--- src/rtl/cnt_mon_pkg.sv ---
// Shared types and default geometry for the counter wrap monitor.
// The event record is {wrap_idx, period}, with the period in the LSBs.
package cnt_mon_pkg;

  typedef enum logic [1:0] {IDLE, PRIME, SYNC, RUN} state_t;

  localparam int DEF_CNT_W = 5;
  localparam int DEF_DEPTH = 4;
  localparam int DEF_PER_W = 16;
  localparam int DEF_IDX_W = 8;
  localparam int PER_LSB   = 0;

endpackage

--- src/rtl/sync_fifo.sv ---
// Single-clock FIFO whose head entry is presented from a register.
// A push into an empty FIFO reaches the head one cycle later; it is never bypassed.
module sync_fifo #(
  parameter int WIDTH = 24,
  parameter int DEPTH = 4
) (
  input  logic                     clk,
  input  logic                     rst,
  input  logic                     push,
  input  logic                     pop,
  input  logic [WIDTH-1:0]         din,
  output logic [WIDTH-1:0]         head,
  output logic                     empty,
  output logic                     full,
  output logic [$clog2(DEPTH):0]   level
);

  localparam int AW = $clog2(DEPTH);

  logic [WIDTH-1:0] mem [DEPTH];
  logic [AW-1:0]    wr_ptr_reg;
  logic [AW-1:0]    rd_ptr_reg;
  logic [AW-1:0]    rd_ptr_next;
  logic [AW:0]      level_reg;
  logic [WIDTH-1:0] head_reg;
  logic             push_ok;
  logic             pop_ok;

  assign empty   = (level_reg == '0);
  assign full    = (level_reg == (AW+1)'(DEPTH));
  assign pop_ok  = pop && !empty;
  // A full FIFO still accepts a push when the head leaves in the same cycle.
  assign push_ok = push && (!full || pop_ok);
  assign rd_ptr_next = rd_ptr_reg + AW'(pop_ok);

  always_ff @(posedge clk) begin
    if (push_ok) begin
      mem[wr_ptr_reg] <= din;
    end
  end

  // The new head is either the record just written into the head slot or a stored one.
  always_ff @(posedge clk) begin
    if (rst) begin
      head_reg <= '0;
    end else if (push_ok && (wr_ptr_reg == rd_ptr_next)) begin
      head_reg <= din;
    end else begin
      head_reg <= mem[rd_ptr_next];
    end
  end

  always_ff @(posedge clk) begin
    if (rst) begin
      wr_ptr_reg <= '0;
      rd_ptr_reg <= '0;
      level_reg  <= '0;
    end else begin
      wr_ptr_reg <= wr_ptr_reg + AW'(push_ok);
      rd_ptr_reg <= rd_ptr_next;
      level_reg  <= level_reg + (AW+1)'(push_ok) - (AW+1)'(pop_ok);
    end
  end

  assign head  = head_reg;
  assign level = level_reg;

endmodule

--- src/rtl/cnt_wrap_monitor.sv ---
// Watches a free-running count bus, timestamps each wrap-around with the cycle period
// since the previous wrap and queues {wrap_idx, period} records for a valid/ready consumer.
module cnt_wrap_monitor
  import cnt_mon_pkg::*;
#(
  parameter int CNT_W = DEF_CNT_W,
  parameter int DEPTH = DEF_DEPTH,
  parameter int PER_W = DEF_PER_W,
  parameter int IDX_W = DEF_IDX_W
) (
  input  logic                     clk,
  input  logic                     rst,
  input  logic                     en,
  input  logic [CNT_W-1:0]         cnt_in,
  input  logic                     ovf_clr,
  output logic                     evt_valid,
  input  logic                     evt_ready,
  output logic [IDX_W+PER_W-1:0]   evt_data,
  output logic [$clog2(DEPTH):0]   fifo_level,
  output logic                     overflow
);

  localparam int REC_W   = IDX_W + PER_W;
  localparam int IDX_LSB = PER_LSB + PER_W;

  state_t           state_reg;
  state_t           state_next;
  logic [CNT_W-1:0] cnt_q_reg;
  logic [PER_W-1:0] period_reg;
  logic [IDX_W-1:0] idx_reg;
  logic             ovf_reg;
  logic [REC_W-1:0] rec_data;
  logic             wrap;
  logic             rec_push;
  logic             per_load;
  logic             per_step;
  logic             per_clr;
  logic             fifo_empty;
  logic             fifo_full;

  // A stalled counter (equal value) is not a wrap.
  assign wrap = (cnt_in < cnt_q_reg);

  always_ff @(posedge clk) begin
    if (rst) begin
      state_reg <= IDLE;
    end else begin
      state_reg <= state_next;
    end
  end

  always_comb begin
    state_next = state_reg;
    case (state_reg)
      IDLE:    state_next = PRIME;
      PRIME:   state_next = SYNC;
      SYNC:    if (wrap) state_next = RUN;
      RUN:     state_next = RUN;
      default: state_next = IDLE;
    endcase
    if (!en) begin
      state_next = IDLE;
    end
  end

  // The first wrap after enabling only starts the period count; its period is partial.
  always_comb begin
    rec_push = 1'b0;
    per_load = 1'b0;
    per_step = 1'b0;
    per_clr  = 1'b0;
    if (!en) begin
      per_clr = 1'b1;
    end else begin
      case (state_reg)
        SYNC: per_load = wrap;
        RUN: begin
          rec_push = wrap;
          per_load = wrap;
          per_step = !wrap;
        end
        default: ;
      endcase
    end
  end

  always_ff @(posedge clk) begin
    if (rst) begin
      cnt_q_reg  <= '0;
      period_reg <= '0;
      idx_reg    <= '0;
      ovf_reg    <= 1'b0;
    end else begin
      cnt_q_reg <= cnt_in;
      if (per_clr) begin
        period_reg <= '0;
      end else if (per_load) begin
        period_reg <= PER_W'(1);
      end else if (per_step && (period_reg != '1)) begin
        period_reg <= period_reg + PER_W'(1);
      end
      // Dropped records still consume an index so the consumer can see the gap.
      if (rec_push) begin
        idx_reg <= idx_reg + IDX_W'(1);
      end
      if (rec_push && fifo_full && !evt_ready) begin
        ovf_reg <= 1'b1;
      end else if (ovf_clr) begin
        ovf_reg <= 1'b0;
      end
    end
  end

  always_comb begin
    rec_data = '0;
    rec_data[PER_LSB +: PER_W] = period_reg;
    rec_data[IDX_LSB +: IDX_W] = idx_reg;
  end

  sync_fifo #(
    .WIDTH (REC_W),
    .DEPTH (DEPTH)
  ) u_fifo (
    .clk   (clk),
    .rst   (rst),
    .push  (rec_push),
    .pop   (evt_ready),
    .din   (rec_data),
    .head  (evt_data),
    .empty (fifo_empty),
    .full  (fifo_full),
    .level (fifo_level)
  );

  assign evt_valid = !fifo_empty;
  assign overflow  = ovf_reg;

endmodule

--- config.mk ---
export PLATFORM = sky130hd
export DESIGN_NAME = cnt_wrap_monitor
export DESIGN_NICKNAME = d
export VERILOG_FILES = /design/src/rtl/cnt_mon_pkg.sv /design/src/rtl/sync_fifo.sv /design/src/rtl/cnt_wrap_monitor.sv
export SDC_FILE = /design/constraint.sdc
export NUM_CORES = 1
export LEC_CHECK = 0
export ABC_AREA = 1
export CORE_AREA = 3 3 117 119
export DETAILED_ROUTE_END_ITERATION = 7
export DIE_AREA = 0 0 120 122
export PLACE_DENSITY = 0.82
export SYNTH_ARGS = -nofsm -noshare
export SYNTH_HDL_FRONTEND = slang
export SYNTH_SLANG_ARGS = --single-unit
--- constraint.sdc ---
create_clock -name clk -period 4.45 [get_ports clk]
set_input_delay 0.6675 -clock clk [delete_from_list [all_inputs] [get_ports clk]]
set_output_delay 0.6675 -clock clk [all_outputs]
set_load 0.02 [all_outputs]
* Word-level counts from Yosys, hierarchy flattened
Memories as Yosys holds them, arrays and structs flattened. A register that Yosys moved wholly into a read port is not among the register bits.
Cells that the tools add are included.
** Cells by class
- Bitwise logic cells :: 1
- Reductions and logical operators :: 17
- Order comparisons :: 1
- Mux-type cells :: 14
- Add/subtract/negate cells :: 6
- Equal/unequal tests :: 6
** Operator list (count)
- $add A16 B1 Y16 const B :: 1
- $ne A16 B16 Y1 const B :: 1
- $mux W1 :: 12
- $add A8 B1 Y8 const B :: 1
- $pmux W2 S4 :: 1
- $logic_and A1 B1 Y1 :: 5
- $lt A5 B5 Y1 :: 1
- $add A2 B1 Y2 :: 2
- $eq A2 B2 Y1 const B :: 2
- $logic_not A1 Y1 :: 4
- $reduce_bool A2 Y1 :: 2
- $reduce_or A2 Y1 :: 2
- $add A3 B1 Y3 :: 1
- $eq A3 B3 Y1 const B :: 1
- $logic_not A3 Y1 :: 1
- $reduce_or A3 Y1 :: 1
- $sub A3 B1 Y3 :: 1
- $eq A2 B1 Y1 const B :: 1
- $logic_not A2 Y1 :: 1
- $mux W2 :: 1
- $ne A2 B2 Y1 const B :: 1
- $logic_or A1 B1 Y1 :: 1
- $not A1 Y1 :: 1
** Storage, ports and cells
- Bits in writable memories :: 96
- Bits in registers :: 39
- Memories kept :: 1
- Output and inout bits :: 29
** Memories
- u_fifo.mem :: depth 4, width 24, rd ports 1, clocked after memory_dff 1, write ports 1, line sync_fifo.sv:20 : logic [WIDTH-1:0] mem [DEPTH];

* Depth between registers and ports, before layout
- Word-level depth :: 7
- Mapped depth :: 14

* Hierarchy
A second synthesis with hierarchy kept.
** Unflattened totals
- Cells, all modules :: 796
- Area, all modules :: 6882.9 um^2
** By module, submodules not included
- sync_fifo :: instances 1, area each 5153.7 um^2, sequential area each 3503.4 um^2, cells each 540
- cnt_wrap_monitor :: instances 1, area each 1729.2 um^2, sequential area each 640.6 um^2, cells each 256

* Worst setup path after synthesis
No wires, ideal clock.
- Path kind :: in2reg
- Start :: input cnt_in[4]
- End :: memory u_fifo.mem[2][0] (enable)
- Path buffers :: 0
- Stages :: 8
- Required time :: 4.015 ns
- Setup slack :: 0.767 ns
- Data arrival time :: 3.248 ns
- Cell sequence :: ha_1 > nand2_1 > nor2_1 > nand2_2 > nand3_4 > nor2_8 > nand2_1 > nor3_1
** Between the ends
- Cells in the longest elaborated chain, start to end :: 6
** Ends and longest elaborated chain
- start, declared :: line cnt_wrap_monitor.sv:14 : input logic [CNT_W-1:0] cnt_in,
- $lt A5 B5 Y1 :: line cnt_wrap_monitor.sv:42 : assign wrap = (cnt_in < cnt_q_reg);
- $mux W1 :: line cnt_wrap_monitor.sv:75 : case (state_reg)
- $mux W1 :: line cnt_wrap_monitor.sv:72 : if (!en) begin
- $logic_and A1 B1 Y1 :: line sync_fifo.sv:33 : assign push_ok = push && (!full || pop_ok);
- $mux W1 :: line sync_fifo.sv:37 : if (push_ok) begin
- $mux W1 (implied by the code) :: line sync_fifo.sv:38 : mem[wr_ptr_reg] <= din;
- end, declared :: line sync_fifo.sv:20
Every way passes these cells.

* Final worst setup path
- Start :: input cnt_in[4]
- End :: memory u_fifo.mem[0][14] (enable)
The elaborated chain is that of the path after synthesis.

==> impl_metrics.json <==
{
  "status": "finished clean",
  "grt_pass1_wl_mm": 24.6,
  "ys_warn_count": 0,
  "avgSynthCellArea_um2": 8.83,
  "critPathLaunchType": "input port",
  "ir_drop_uv": 388,
  "path_class": "in2reg",
  "firstDrtPassIters": 5,
  "pre_cts_slack_ns": 1.08,
  "synth_flop_cell": "edfxtp_1",
  "crit_buf_inv": 2,
  "path_cells": "clkdlybuf4s50_1 > ha_1 > nand2_1 > nor2_1 > nand2_2 > nand3_4 > nor2_8 > nand2_1 > nor3_2 > buf_4",
  "netlist_area_um2": 6950,
  "cap_violations": 0,
  "cts-resized-gates": 0,
  "largest_reg_flops": 96,
  "slew_violations": 0,
  "power.leakage_nw": 3.33,
  "ant_nets": 0,
  "postSynthCellCount": 787,
  "drc": 0,
  "setup_tns_ns": 0,
  "power_density_nw_per_um2": 634,
  "grt_pass1_vias": 5073,
  "worst_slew_pin_slew_ns": 0.634,
  "ys_types": 31,
  "gr-usage-all-layers_pct": 21.8,
  "end_kind": "flip-flop",
  "synth_nets": 808,
  "setup_violations": 0,
  "start_util_pct": 54.8,
  "cp_data_required_time_ns": 4.56,
  "ctsRootBufferMaster": "clkbuf_16",
  "synth_edf_count": 96,
  "cp_slowest_cell": "nor3_2",
  "io_pins": 39,
  "min_path_type": "reg2reg",
  "syn_to_final_growth_pct": 17.3,
  "gr-total-overflow": 0,
  "cpMostUsedCell": "nand2_1",
  "cts.sinks": 159,
  "nets": 847,
  "synth_top_area_cell": "edfxtp_1",
  "clk-insertion-delay-late_ns": 0.43,
  "max_freq_mhz": 340,
  "vias": 5287,
  "n_fill_cell": 954,
  "clkTransAtPathRegs_ns": 0.06,
  "ff_latch_area_um2": 4140,
  "finalClockSkew_ns": 0.00885,
  "async_flop_share_pct": 0,
  "rsz0062_at_grt": "no",
  "hpwlAfterDp_mm": 9.30,
  "die_x_um": 120,
  "antenna_found_initial": 0,
  "mostFrequentLayoutCells": "nand2_1 (326), edfxtp_1 (96), nor2_1 (80)",
  "multi_input_area_um2": 2390,
  "n_antenna_cell": 0,
  "clk_path_buf_depth": 2,
  "path_max_fanout": 17,
  "rows": 41,
  "wirelength_mm": 15.1,
  "cts_tree": "yes",
  "grt_max_degree": 50,
  "drtIter0Drc": 557,
  "setup_slack_ns": 1.51,
  "final_common_cell": "nand2_1",
  "yosysSeqAreaShare_pct": 59.6,
  "ctsHtreeMaxLevel": 4,
  "final_core_util_pct": 64.3,
  "cts_setup_buffers": 0,
  "fp.coreArea_um2": 12700,
  "cts_buffers": 17,
  "synth.top_cell.area_share_pct": 41.5,
  "ys_ff_latch": 159,
  "post-route-min-period_ns": 2.94,
  "die_area_um2": 14600,
  "avgRoutedWirePerCell_um": 14.9,
  "slew_headroom_pct": 57.5,
  "r2r_setup_slack_ns": 1.86,
  "die_h_um": 122,
  "hold_buffers": 0,
  "crit_arrival_ns": 3.05,
  "cp_top_family": "simple AND/OR/NAND/NOR gates",
  "slowest_delay_ns": 0.52,
  "synthTopCellsByArea": "edfxtp_1 (41%), dfxtp_1 (18%), nand2_1 (18%), nor2_1 (4.3%), inv_1 (3.7%)",
  "final.period_utilization_pct": 66.1,
  "drive_gt1_share_pct": 7.75,
  "avgViaCountPerCell": 5.23,
  "gp_congestion": 0.851,
  "hold_violations": 0,
  "place.port_buffers": 38
}
==> cells by family after synthesis <==
kind of cell,count (synthesis),share of synthesized area (%)
xor gates and xnor gates,13,1.64
buffers and inverters,100,6.27
adders and majority gates,11,2.09
AOI/OAI and AO/OA,33,2.47
DFF,159,59.6
and+or+nand+nor,471,27.9
==> power breakdown <==
part | leakage (nW) | switching, mW | internal, mW
clock | 0.316 | 0.583 | 1.05
combinational | 1.65 | 1.19 | 0.633
sequential | 1.36 | 0.0434 | 1.67
==> through the flow <==
stage	area (µm²)	power, mW	instances	hold slack (ns)
finish	8150	5.17	1011	0.472
global route	8150	5.46	1011	0.499
CTS	8150	5.17	1011	0.475
detailed placement	7480	3.52	979	0.466
global placement	7480	3.48	979	0.456
floorplan	6950	3.01	787	0.456
==> worst paths after layout <==
path                startpoint           endpoint  cells past startpoint
setup / recovery     cnt_in[4]  u_fifo.mem[0][14]                     10
hold / removal        overflow           overflow                      2
setup reg to reg  cnt_q_reg[4]  u_fifo.mem[0][14]                     10
hold reg to reg       overflow           overflow                      2
==> area by class of cell <==
class,instances,area share [%]
Inverter,71,3.30
Clock inverter,15,2.98
Tap cell,172,2.64
Clock buffer,17,5.22
Timing Repair Buffer,49,5.68
Sequential cell,159,50.9
Multi-Input combinational cell,528,29.3
==> tightest hold or removal path: stages (launching register included) <==
cell and delay (ns):
dfxtp_1 0.31, nand2_1 0.06, a21oi_1 0.06
==> cell usage after synthesis, types with 6 or more instances <==
master / number
dfxtp_1: 63
nand2_1: 326
ha_1: 10
nand4_1: 6
edfxtp_1: 96
clkbuf_1: 14
inv_1: 68
nand3_1: 33
a21oi_1: 26
xor2_1: 11
nor2_1: 80
nor3_1: 10
buf_2: 7
==> per-layer routing <==
layer / vias to the layer above / track usage, % / wire (µm)
li1: 2580 / - / -
met1: 2455 / 26.6 / 6200
met2: 216 / 36.6 / 7380
met3: 36 / 4.97 / 1130
met4: 0 / 10.5 / 369
met5: - / 0 / 0
Note: power is estimated with default switching activity, not from simulation.
